### src/rtl/lfsr_sched.sv
// rtl/lfsr_sched.sv - round-robin scheduler and sequencer for a shared 16-bit Galois LFSR
//
// Purpose:
//   Arbitrates two requesters onto one external LFSR. This block owns the
//   LFSR state register; the LFSR itself is a registered step function.
//   The block steps the LFSR STEPS times per delivered word, then returns
//   the word together with a one-cycle done strobe. Runtime reseeding is
//   supported, and a zero seed is replaced by SEED.
//
// Optional build macro:
//   LFSR_SCHED_STATS_EN - adds per-requester saturating service counters
//                         gnt_cnt0/gnt_cnt1 with a synchronous clear stats_clr.
//
// Ports:
//   clk        in   clock
//   rst        in   asynchronous active-low reset
//   seed_load  in   one-cycle reseed request
//   seed_val   in   16-bit seed, sampled with seed_load
//   req        in   2-bit level request, one bit per requester
//   gnt        out  one-hot grant, held for the whole service
//   done       out  one-cycle completion strobe to the served requester
//   rnd_data   out  delivered word, held until the next done
//   busy       out  FSM is not in IDLE
//   lfsr_in    out  to LFSR input; always the state register
//   lfsr_en    out  to LFSR enable; high only in STEP
//   lfsr_out   in   from LFSR output, one-cycle latency
//   stats_clr  in   (stats build) synchronous clear of both counters
//   gnt_cnt0/1 out  (stats build) completed services per requester

module lfsr_sched #(
    parameter int          STEPS = 4,
    parameter logic [15:0] SEED  = 16'hACE1
) (
    input  logic        clk,
    input  logic        rst,
    input  logic        seed_load,
    input  logic [15:0] seed_val,
    input  logic [1:0]  req,
    output logic [1:0]  gnt,
    output logic [1:0]  done,
    output logic [15:0] rnd_data,
    output logic        busy,
    output logic [15:0] lfsr_in,
    output logic        lfsr_en,
    input  logic [15:0] lfsr_out
`ifdef LFSR_SCHED_STATS_EN
    ,
    input  logic        stats_clr,
    output logic [15:0] gnt_cnt0,
    output logic [15:0] gnt_cnt1
`endif
);

    localparam logic [3:0] STEPS_C = 4'(STEPS);

    typedef enum logic [2:0] {
        S_IDLE,
        S_LOAD,
        S_STEP,
        S_CAP,
        S_DONE
    } state_e;

    state_e      state_q, state_d;
    logic [15:0] lfsr_q, lfsr_d;
    logic [15:0] seed_q, seed_d;
    logic        pend_q, pend_d;
    logic [3:0]  cnt_q, cnt_d;
    logic [1:0]  gnt_q, gnt_d;
    logic [1:0]  done_q, done_d;
    logic [15:0] rnd_q, rnd_d;
    logic        last_q, last_d;

    always_ff @(posedge clk or negedge rst) begin
        if (!rst) begin
            state_q <= S_IDLE;
            lfsr_q  <= SEED;
            seed_q  <= SEED;
            pend_q  <= 1'b0;
            cnt_q   <= 4'd0;
            gnt_q   <= 2'b00;
            done_q  <= 2'b00;
            rnd_q   <= 16'h0000;
            last_q  <= 1'b1;
        end else begin
            state_q <= state_d;
            lfsr_q  <= lfsr_d;
            seed_q  <= seed_d;
            pend_q  <= pend_d;
            cnt_q   <= cnt_d;
            gnt_q   <= gnt_d;
            done_q  <= done_d;
            rnd_q   <= rnd_d;
            last_q  <= last_d;
        end
    end

    always_comb begin
        state_d = state_q;
        lfsr_d  = lfsr_q;
        seed_d  = seed_q;
        pend_d  = pend_q;
        cnt_d   = cnt_q;
        gnt_d   = gnt_q;
        done_d  = 2'b00;
        rnd_d   = rnd_q;
        last_d  = last_q;

        case (state_q)
            S_IDLE: begin
                // A seed arriving in this very cycle also wins over requests,
                // so reseed always precedes the grant it coincides with.
                if (pend_q || seed_load) begin
                    state_d = S_LOAD;
                end else if (req != 2'b00) begin
                    if (req == 2'b01)      gnt_d = 2'b01;
                    else if (req == 2'b10) gnt_d = 2'b10;
                    else                   gnt_d = last_q ? 2'b01 : 2'b10;
                    cnt_d   = STEPS_C;
                    state_d = S_STEP;
                end
            end
            S_LOAD: begin
                lfsr_d  = seed_q;
                state_d = S_IDLE;
            end
            S_STEP: begin
                state_d = S_CAP;
            end
            S_CAP: begin
                lfsr_d  = lfsr_out;
                cnt_d   = cnt_q - 4'd1;
                state_d = (cnt_q == 4'd1) ? S_DONE : S_STEP;
            end
            S_DONE: begin
                done_d  = gnt_q;
                rnd_d   = lfsr_q;
                gnt_d   = 2'b00;
                last_d  = gnt_q[1];
                state_d = S_IDLE;
            end
            default: begin
                state_d = S_IDLE;
            end
        endcase

        // A pulse landing on the LOAD cycle keeps the request pending so the
        // newer seed is applied on a following IDLE.
        if (seed_load) begin
            seed_d = (seed_val == 16'h0000) ? SEED : seed_val;
            pend_d = 1'b1;
        end else if (state_q == S_LOAD) begin
            pend_d = 1'b0;
        end
    end

    assign gnt      = gnt_q;
    assign done     = done_q;
    assign rnd_data = rnd_q;
    assign busy     = (state_q != S_IDLE);
    assign lfsr_in  = lfsr_q;
    assign lfsr_en  = (state_q == S_STEP);

`ifdef LFSR_SCHED_STATS_EN
    logic [15:0] cnt0_q, cnt1_q;

    always_ff @(posedge clk or negedge rst) begin
        if (!rst) begin
            cnt0_q <= 16'h0000;
            cnt1_q <= 16'h0000;
        end else if (stats_clr) begin
            cnt0_q <= 16'h0000;
            cnt1_q <= 16'h0000;
        end else begin
            if (done_d[0] && (cnt0_q != 16'hFFFF)) cnt0_q <= cnt0_q + 16'd1;
            if (done_d[1] && (cnt1_q != 16'hFFFF)) cnt1_q <= cnt1_q + 16'd1;
        end
    end

    assign gnt_cnt0 = cnt0_q;
    assign gnt_cnt1 = cnt1_q;
`endif

endmodule

### config.mk
export PLATFORM = sky130hd
export DESIGN_NAME = lfsr_sched
export DESIGN_NICKNAME = d
export VERILOG_FILES = /design/src/rtl/lfsr_sched.sv
export SDC_FILE = /design/constraint.sdc
export NUM_CORES = 1
export LEC_CHECK = 0
export BUFFER_PORTS_ARGS = -buffer_cell sky130_fd_sc_hd__buf_4
export CAP_MARGIN = 20
export CORE_MARGIN = 2
export CORE_UTILIZATION = 30
export DETAILED_ROUTE_END_ITERATION = 6
export GPL_TIMING_DRIVEN = 0
export PLACE_DENSITY = 0.55
export SLEW_MARGIN = 5
export SYNTH_ARGS = -nofsm -noshare
export SYNTH_HDL_FRONTEND = slang
export SYNTH_SLANG_ARGS = --single-unit
export TNS_END_PERCENT = 30
### constraint.sdc
create_clock -name clk -period 1.82 [get_ports clk]
set_input_delay 0.182 -clock clk [delete_from_list [all_inputs] [get_ports clk]]
set_output_delay 0.182 -clock clk [all_outputs]
set_load 0.05 [all_outputs]
==> summary.md, run 1 <==
| Metric | Value |
|---|---|
| Reg2Reg Launch Point | `state_q[1]` |
| TritonCTS clock tree | `yes` |
| Top Ports | `75` |
| Final WL | `6.71 mm` |
| Vias per cell | `~4.7` |
| Leak | `1.74 nW` |
| Crit path largest cell delay | `between 0.3 and 0.4 ns` |
| Total clock sinks | `61` |
| Ant diodes | `0` |
| Vias in the first global route | `2029` |
| Root buf cell | `clkbuf_8` |
| Final worst path period need | `1.72 ns` |
| Hold path depth | `2` |
| RSZ-0062 raised after global routing | `false` |
| DRC violations left | `0` |
| Setup TNS | `0 ns` |
| Die height | `98.4 um` |
| Cells along the critical path | `buf_6 -> or2_1 -> buf_6 -> nor2_8 -> buf_12 -> mux2_4` |
| Die area | `between 0.009 and 0.01 mm2` |
| CTS Hold Bufs | `1` |
| # setup viols final | `0` |
| Max cap viols | `0` |
| Cell Pwr Density | `1970 mW/mm2` |
| Clk slew on worst S/H paths | `0.07 ns` |
| Routed wire per std cell | `16.5 um` |
| Worst Setup Path Type | `flop to flop` |
| Worst-path maximum fanout | `10` |
| Post-CTS Setup Bufs | `0` |
| Yosys warnings | `0` |
| Hold Path Origin | `seed_val[10]` |
| Initial antenna violation count | `0` |
| Worst-case reg-to-reg path depth | `6` |
| Top_reg_cell synth | `dfrtp_1` |
| CP required | `2.04 ns` |
| Number of synthesized register bits | `61` |
| Worst-Margin Slew | `0.798 ns` |
| Total power | `7.11 mW` |
| Hold Path Sink | `seed_q[10]` |
| EDFF count, synth | `0` |
| R2R setup slack | `0.10 ns` |
| Syn nets | `247` |
| Row cnt | `34` |
| Count of cell types in the netlist | `38` |
| Routability cong. | `0.768` |
| PortBufs | `74` |
| Final net count | `333` |
| Top post-synthesis cells by area | `dfrtp_1 (41%), dfstp_2 (17%), mux2_2 (7.2%)` |
| Worst IR drop on VDD | `832 uV` |
| Synthesis-to-layout area growth | `35.2%` |
| Final Cycle Share | `0.944` |
| Commonest non-fill, non-tap cell in the layout | `buf_4` |
| Fillcell total | `880` |
| Max_slew headroom | `0.468` |
| Layout Skew | `just over 0.008 ns` |
| Max-slew violations | `0` |
| Top-area cell type share of the netlist area | `0.412` |
| Synthesized cell area | `0.00267 mm2` |
| Die width | `roughly 100 um` |
| Status | `finished, final reports clean` |
| Grt ovf | `0` |
| R2R Path End | `rnd_data[10]` |
| Post-Syn Area per Cell | `around 13 um2` |
| Crit path top cell by count | `buf_6` |
| Cts bufs inserted | `9` |
| CP endpoint kind | `flop` |
| First-pass GRT wire length | `11.0 mm` |
| Layout cells sized above 1 | `0.472` |
| GRT Util Overall | `0.147` |
| Via count | `1919` |
| Sequential fraction of the synthesis area | `0.579` |
| Largest net degree at the start of global routing | `62` |
| Cell taking the most area after synthesis | `dfrtp_1` |
| Worst hold slack | `0.0635 ns` |
| Clock latency on the worst-skew pair | `0.34 ns` |
| Startpoint type of the worst setup path | `flop` |
| H-tree levels | `3` |
| Bufs on Longest Clock Path | `2` |
| Crit path DAT | `1.94 ns` |
| Initial DRC count | `74` |
| Initial Util | `0.308` |
| Post-CTS sizing | `0` |
| Post-synth ARST share | `1.00` |
| Final HPWL from detailed placement | `4.67 mm` |
| Hold Vio Cnt, Final | `0` |
| Slowest CP cell | `dfrtp_1` |
| Min-Delay Path Class | `input pin to flop` |
| Commonest cells after routing, fill and taps aside | `buf_4 (74), dfrtp_1 (44), o21ai_0 (21)` |
| Routed Antenna Nets | `0` |
| Core area | `roughly 0.0087 mm2` |
| Drt first pass iters | `4` |
| Mapped Cells | `208` |
| FMAX | `0.582 GHz` |
[cells in the mapped netlist, types with 2 or more instances]
master     instances
a21oi_1            2
a31oi_1            2
and2_1             2
buf_2              4
buf_6              3
clkbuf_1           5
dfrtp_1           44
dfstp_2           17
ha_1               2
inv_1              5
mux2_2            17
mux2_4             8
mux2i_1           16
nand2_1           18
nor2_1             6
nor3_1             2
nor4_1             4
o21ai_0           21
o22a_1            10
o2bb2ai_1          2
[worst max-delay path by stage]
stage | startpoint | to | slack, ns | cells after the start
2_1_floorplan | state_q[2] | lfsr_en | 0.03 | 2
5_1_grt | state_q[1] | rnd_data[5] | 0.03 | 6
6_report | state_q[1] | rnd_data[10] | 0.10 | 6
3_3_place_gp | state_q[0] | rnd_data[4] | 0.11 | 6
4_1_cts | state_q[1] | rnd_data[10] | 0.09 | 6
3_5_place_dp | state_q[0] | rnd_data[10] | 0.09 | 6
[worst max-delay path, delay by kind of cell, from the launching register on]
family	cells	cell delay [ns]
buf+inv	3	0.46
flops	1	0.37
mux	1	0.30
simple gates	2	0.46
[flip-flops by register name (all words and copies together), names as in the netlist]
signal,cells
rnd_data,16
lfsr_in,16
last_q,1
gnt,2
state_q,3
done,2
pend_q,1
cnt_q,4
seed_q,16
[routing by layer]
metal	GRT usage	wire length [um]
met5	0	0
met4	0.0411	104
met3	0.0530	426
met2	0.224	3170
met1	0.199	3000
[power breakdown]
group	total (mW)	switching [mW]	internal [mW]
clock	1.48	0.532	0.947
combinational	3.39	2.23	1.17
sequential	2.24	0.326	1.91
[final cells by class]
cell class              instances  area [um2]  share of cell area
repair buffers                 75         566               0.157
flip-flops and latches         61        1550               0.428
multi-input cells             129        1010               0.280
plain buffers                  13        92.6              0.0256
clock buffers                  12         145              0.0402
inverters                       5        18.8             0.00520
clock inverters                 4        95.1              0.0263
well taps                     108         135              0.0374
[cells by family (layout without fill, tap and decap cells)]
group                      after synthesis  count (layout)  synth area share
adders and majority gates                2               2           0.00937
DFF                                     61              61             0.579
muxes                                   41              41             0.177
buffers and inverters                   18             109            0.0417
and+or+nand+nor                         42              42            0.0838
AOI/OAI and AO/OA                       44              44             0.109
[metrics by stage]
stage	setup slack, ns	cells	utilization	cell area (um2)
3_3_place_gp	0.108	390	0.387	3360
2_1_floorplan	0.0305	208	-	2670
4_1_cts	0.0884	407	0.416	3610
6_report	0.102	407	0.416	3610
3_5_place_dp	0.0946	390	0.387	3360
5_1_grt	0.0344	407	0.416	3610
No activity file was read; power rests on OpenSTA's default activity.
==> inputs of run 2 (changes only) <==
Settings changed: ABC_AREA from default to 1.
==> run 2 against run 1 <==
Against the previous run: clock power shrank 26%; largest power group unchanged; highest routed layer unchanged; fmax up 11%; clock-buffer cell count increased by 3; setup slack improved by 0.17 ns.
==> summary.md, run 2 <==
| Metric | Value |
|---|---|
| Top_reg_cell synth | `dfrtp_1` |
| Root buf cell | `clkbuf_8` |
| Core area | `0.00872 mm2 (+0.49%)` |
| Post-synth ARST share | `1.00 (unchanged)` |
| Grt ovf | `0 (unchanged)` |
| Min-Delay Path Class | `input pin to flop` |
| FMAX | `0.646 GHz (+11%)` |
| Drt first pass iters | `4 (unchanged)` |
| Row cnt | `34 (unchanged)` |
| Cell taking the most area after synthesis | `dfrtp_1` |
| Fin area | `0.00358 mm2 (-0.97%)` |
| Worst IR drop on VDD | `563 uV (-32%)` |
| Top Ports | `75 (unchanged)` |
| Synth cell count leaders | `nand2_1 (120), nor2_1 (45), dfrtp_1 (44), nand3_1 (24)` |
| Met3 Usage GRT | `0.0284 (-0.0246)` |
| Worst Setup Path Type | `flop to primary output` |
| Initial Util | `0.310 (+0.00209)` |
| PortBufs | `73 (-1.4%)` |
| Max-slew violations | `0 (unchanged)` |
| Adder-cell area share of the yosys netlist | `0.00926 (-0.000108)` |
| TritonCTS clock tree | `yes` |
| Ant diodes | `0 (unchanged)` |
| Met1 Usage GRT | `0.198 (-0.000432)` |
| Final worst path period need | `1.55 ns (-0.171 ns)` |
| Commonest cells after routing, fill and taps aside | `nand2_1 (120), buf_4 (79), nor2_1 (45)` |
| GRT Util Overall | `0.141 (-0.00570)` |
| CP delay by family, top | `flip-flops` |
| Crit path buf inv count | `1 (-2)` |
| Final net count | `446 (+34%)` |
| DRC violations left | `0 (unchanged)` |
| CP endpoint kind | `primary output` |
| Layout Skew | `0.00681 ns (-0.00135 ns)` |
| Crit path DAT | `1.37 ns (-0.57 ns)` |
| Most frequent cell after synthesis | `nand2_1` |
| Post-CTS Setup Bufs | `0 (unchanged)` |
| Routed Antenna Nets | `0 (unchanged)` |
| Die area | `0.00978 mm2 (+1.1%)` |
| Layout cells sized above 1 | `0.306 (-0.166)` |
| Yosys warnings | `0 (unchanged)` |
| Sequential fraction of the synthesis area | `0.573 (-0.00671)` |
| Number of synthesized register bits | `61 (unchanged)` |
| Synthesized cell area | `0.00270 mm2 (+1.2%)` |
| RSZ-0062 raised after global routing | `false` |
| Initial DRC count | `112 (+51%)` |
| Initial antenna violation count | `0 (unchanged)` |
| CP required | `1.64 ns (-0.40 ns)` |
| Syn nets | `361 (+46%)` |
| Slowest CP cell | `dfrtp_1` |
| Mux share of post-synthesis cell area | `0 (-0.177)` |
| Worst-path maximum fanout | `10 (unchanged)` |
| Mapped Cells | `322 (+55%)` |
| Post-Syn Area per Cell | `8.39 um2 (-35%)` |
| Post-CTS sizing | `0 (unchanged)` |
| Status | `finished, final reports clean` |
| Max_slew headroom | `0.482 (+0.0136)` |
| Placed inst area | `0.00339 mm2 (+0.71%)` |
| Largest family of logic cells by synthesized area | `simple AND/OR/NAND/NOR gates` |
| Cell Pwr Density | `1960 mW/mm2 (-0.43%)` |
| Vias per cell | `4.45 (-5.6%)` |
| Setup TNS | `0 ns (unchanged)` |
| Top post-synthesis cells by area | `dfrtp_1 (41%), nand2_1 (17%), dfstp_2 (17%)` |
| Leak | `1.79 nW (+3.0%)` |
| Routability cong. | `0.791 (+3.0%)` |
| Largest net degree at the start of global routing | `62 (unchanged)` |
| Crit path largest cell delay | `0.43 ns (+0.06 ns)` |
| Final Cycle Share | `0.850 (-0.0939)` |
| Clk slew on worst S/H paths | `0.06 ns (about the same)` |
| Final WL | `6.73 mm (+0.28%)` |
| Commonest non-fill, non-tap cell in the layout | `nand2_1` |
| Die width | `98.9 um (+0.56%)` |
| Startpoint type of the worst setup path | `flop` |
| Final HPWL from detailed placement | `4.98 mm (+6.6%)` |
| Synthesis-to-layout area growth | `32.4%` |
| Bufs on Longest Clock Path | `2 (unchanged)` |
| Vias in the first global route | `2202 (+8.5%)` |
| Cts bufs inserted | `9 (unchanged)` |
| First-pass GRT wire length | `11.0 mm (-0.25%)` |
| Hold Vio Cnt, Final | `0 (unchanged)` |
| Routed wire per std cell | `12.9 um (-22%)` |
| GR peak layer | `met2` |
| # setup viols final | `0 (unchanged)` |
| Post-Synth XOR/XNOR Area | `0 (unchanged)` |
| Worst-Margin Slew | `0.777 ns (-0.0204 ns)` |
| Grt met2 use | `0.209 (-0.0150)` |
| Total clock sinks | `61 (unchanged)` |
| Max cap viols | `0 (unchanged)` |
| Post-Synth Simple-Gate Area | `0.303 (+0.219)` |
| EDFF count, synth | `0 (unchanged)` |
| Count of cell types in the netlist | `21 (-45%)` |
| Cells along the critical path | `nor2_4 -> nand2_1 -> buf_4` |
| Die height | `98.9 um (+0.56%)` |
| Via count | `2314 (+21%)` |
| H-tree levels | `3 (unchanged)` |
| Top-area cell type share of the netlist area | `0.407 (-0.00477)` |
| Clock latency on the worst-skew pair | `0.33 ns (about the same)` |
| Complex-gate fraction of the synthesized area | `0.0653 (-0.0439)` |
run 2: cell types whose count changed in the layout (fill, tap and decap cells not counted), moves of 10 or more:
cell / before / now
a31oi_1: 2 / 17
o22a_1: 10 / 0
nand3_1: 1 / 24
o21ai_0: 21 / 3
mux2i_1: 16 / 0
mux2_2: 17 / 0
nor2_1: 6 / 45
nand2_1: 18 / 120
run 2: cells by family after synthesis:
kind of cell / Yosys count
DFF: 61
adders and majority gates: 2
AOI/OAI and AO/OA: 31
buffers and inverters: 28
and+or+nand+nor: 200
run 2: per-stage QoR:
step	instances	utilization	power [mW]	hold slack, ns	worst slack [ns]
finish	520	0.410	7.01	0.0655	0.273
CTS	520	0.410	7.09	0.0494	0.243
detailed placement	503	0.388	5.96	0.316	0.527
global route	520	0.410	7.48	0.0615	0.181
floorplan	322	-	4.83	-0.114	0.350
global placement	503	0.388	5.91	0.312	0.544
run 2: repair_timing:
action                                 CTS  global route
setup endpoints to repair                0             0
hold buffers                             1             0
endpoints found under the hold margin   44             0
run 2: cell type report:
class                           instances  area [um2]
Clock inverter                          1        5.00
Clock buffer                           15         176
Timing Repair Buffer                   74         558
Fill cell                             905        5140
Multi-Input combinational cell        233        1020
Sequential cell                        61        1550
Buffer                                 14        82.6
Tap cell                              108         135
Inverter                               14        52.6
run 2: tightest hold or removal path, cell delays in order:
cell     delay [ns]
buf_4          0.09
nand2_1        0.04
nand2_1        0.05
run 2: path summary, 6_finish.rpt:
path                                to  cells after the start  slack (ns)         from
hold / removal               seed_q[3]                      3        0.07  seed_val[3]
max in group asynchronous  rnd_data[9]                      2        0.84          rst
min in group asynchronous  rnd_data[5]                      2        0.47          rst
setup / recovery                  busy                      3        0.27   state_q[1]
hold reg to reg            rnd_data[2]                      2        0.47  rnd_data[2]
setup reg to reg           lfsr_in[11]                      4        0.52   state_q[1]
run 2: layer usage:
layer,share of wire,vias to the layer above
met5,0,-
li1,-,1203
met3,0.045,10
met4,0.014,0
met2,0.46,59
met1,0.48,1042
run 2: where the power goes:
| group | internal (mW) | switching, mW | leakage [nW] | total, mW |
|---|---|---|---|---|
| Sequential | 1.94 | 0.384 | 0.708 | 2.33 |
| Clock | 0.606 | 0.498 | 0.0937 | 1.10 |
| Combinational | 1.07 | 2.52 | 0.986 | 3.58 |
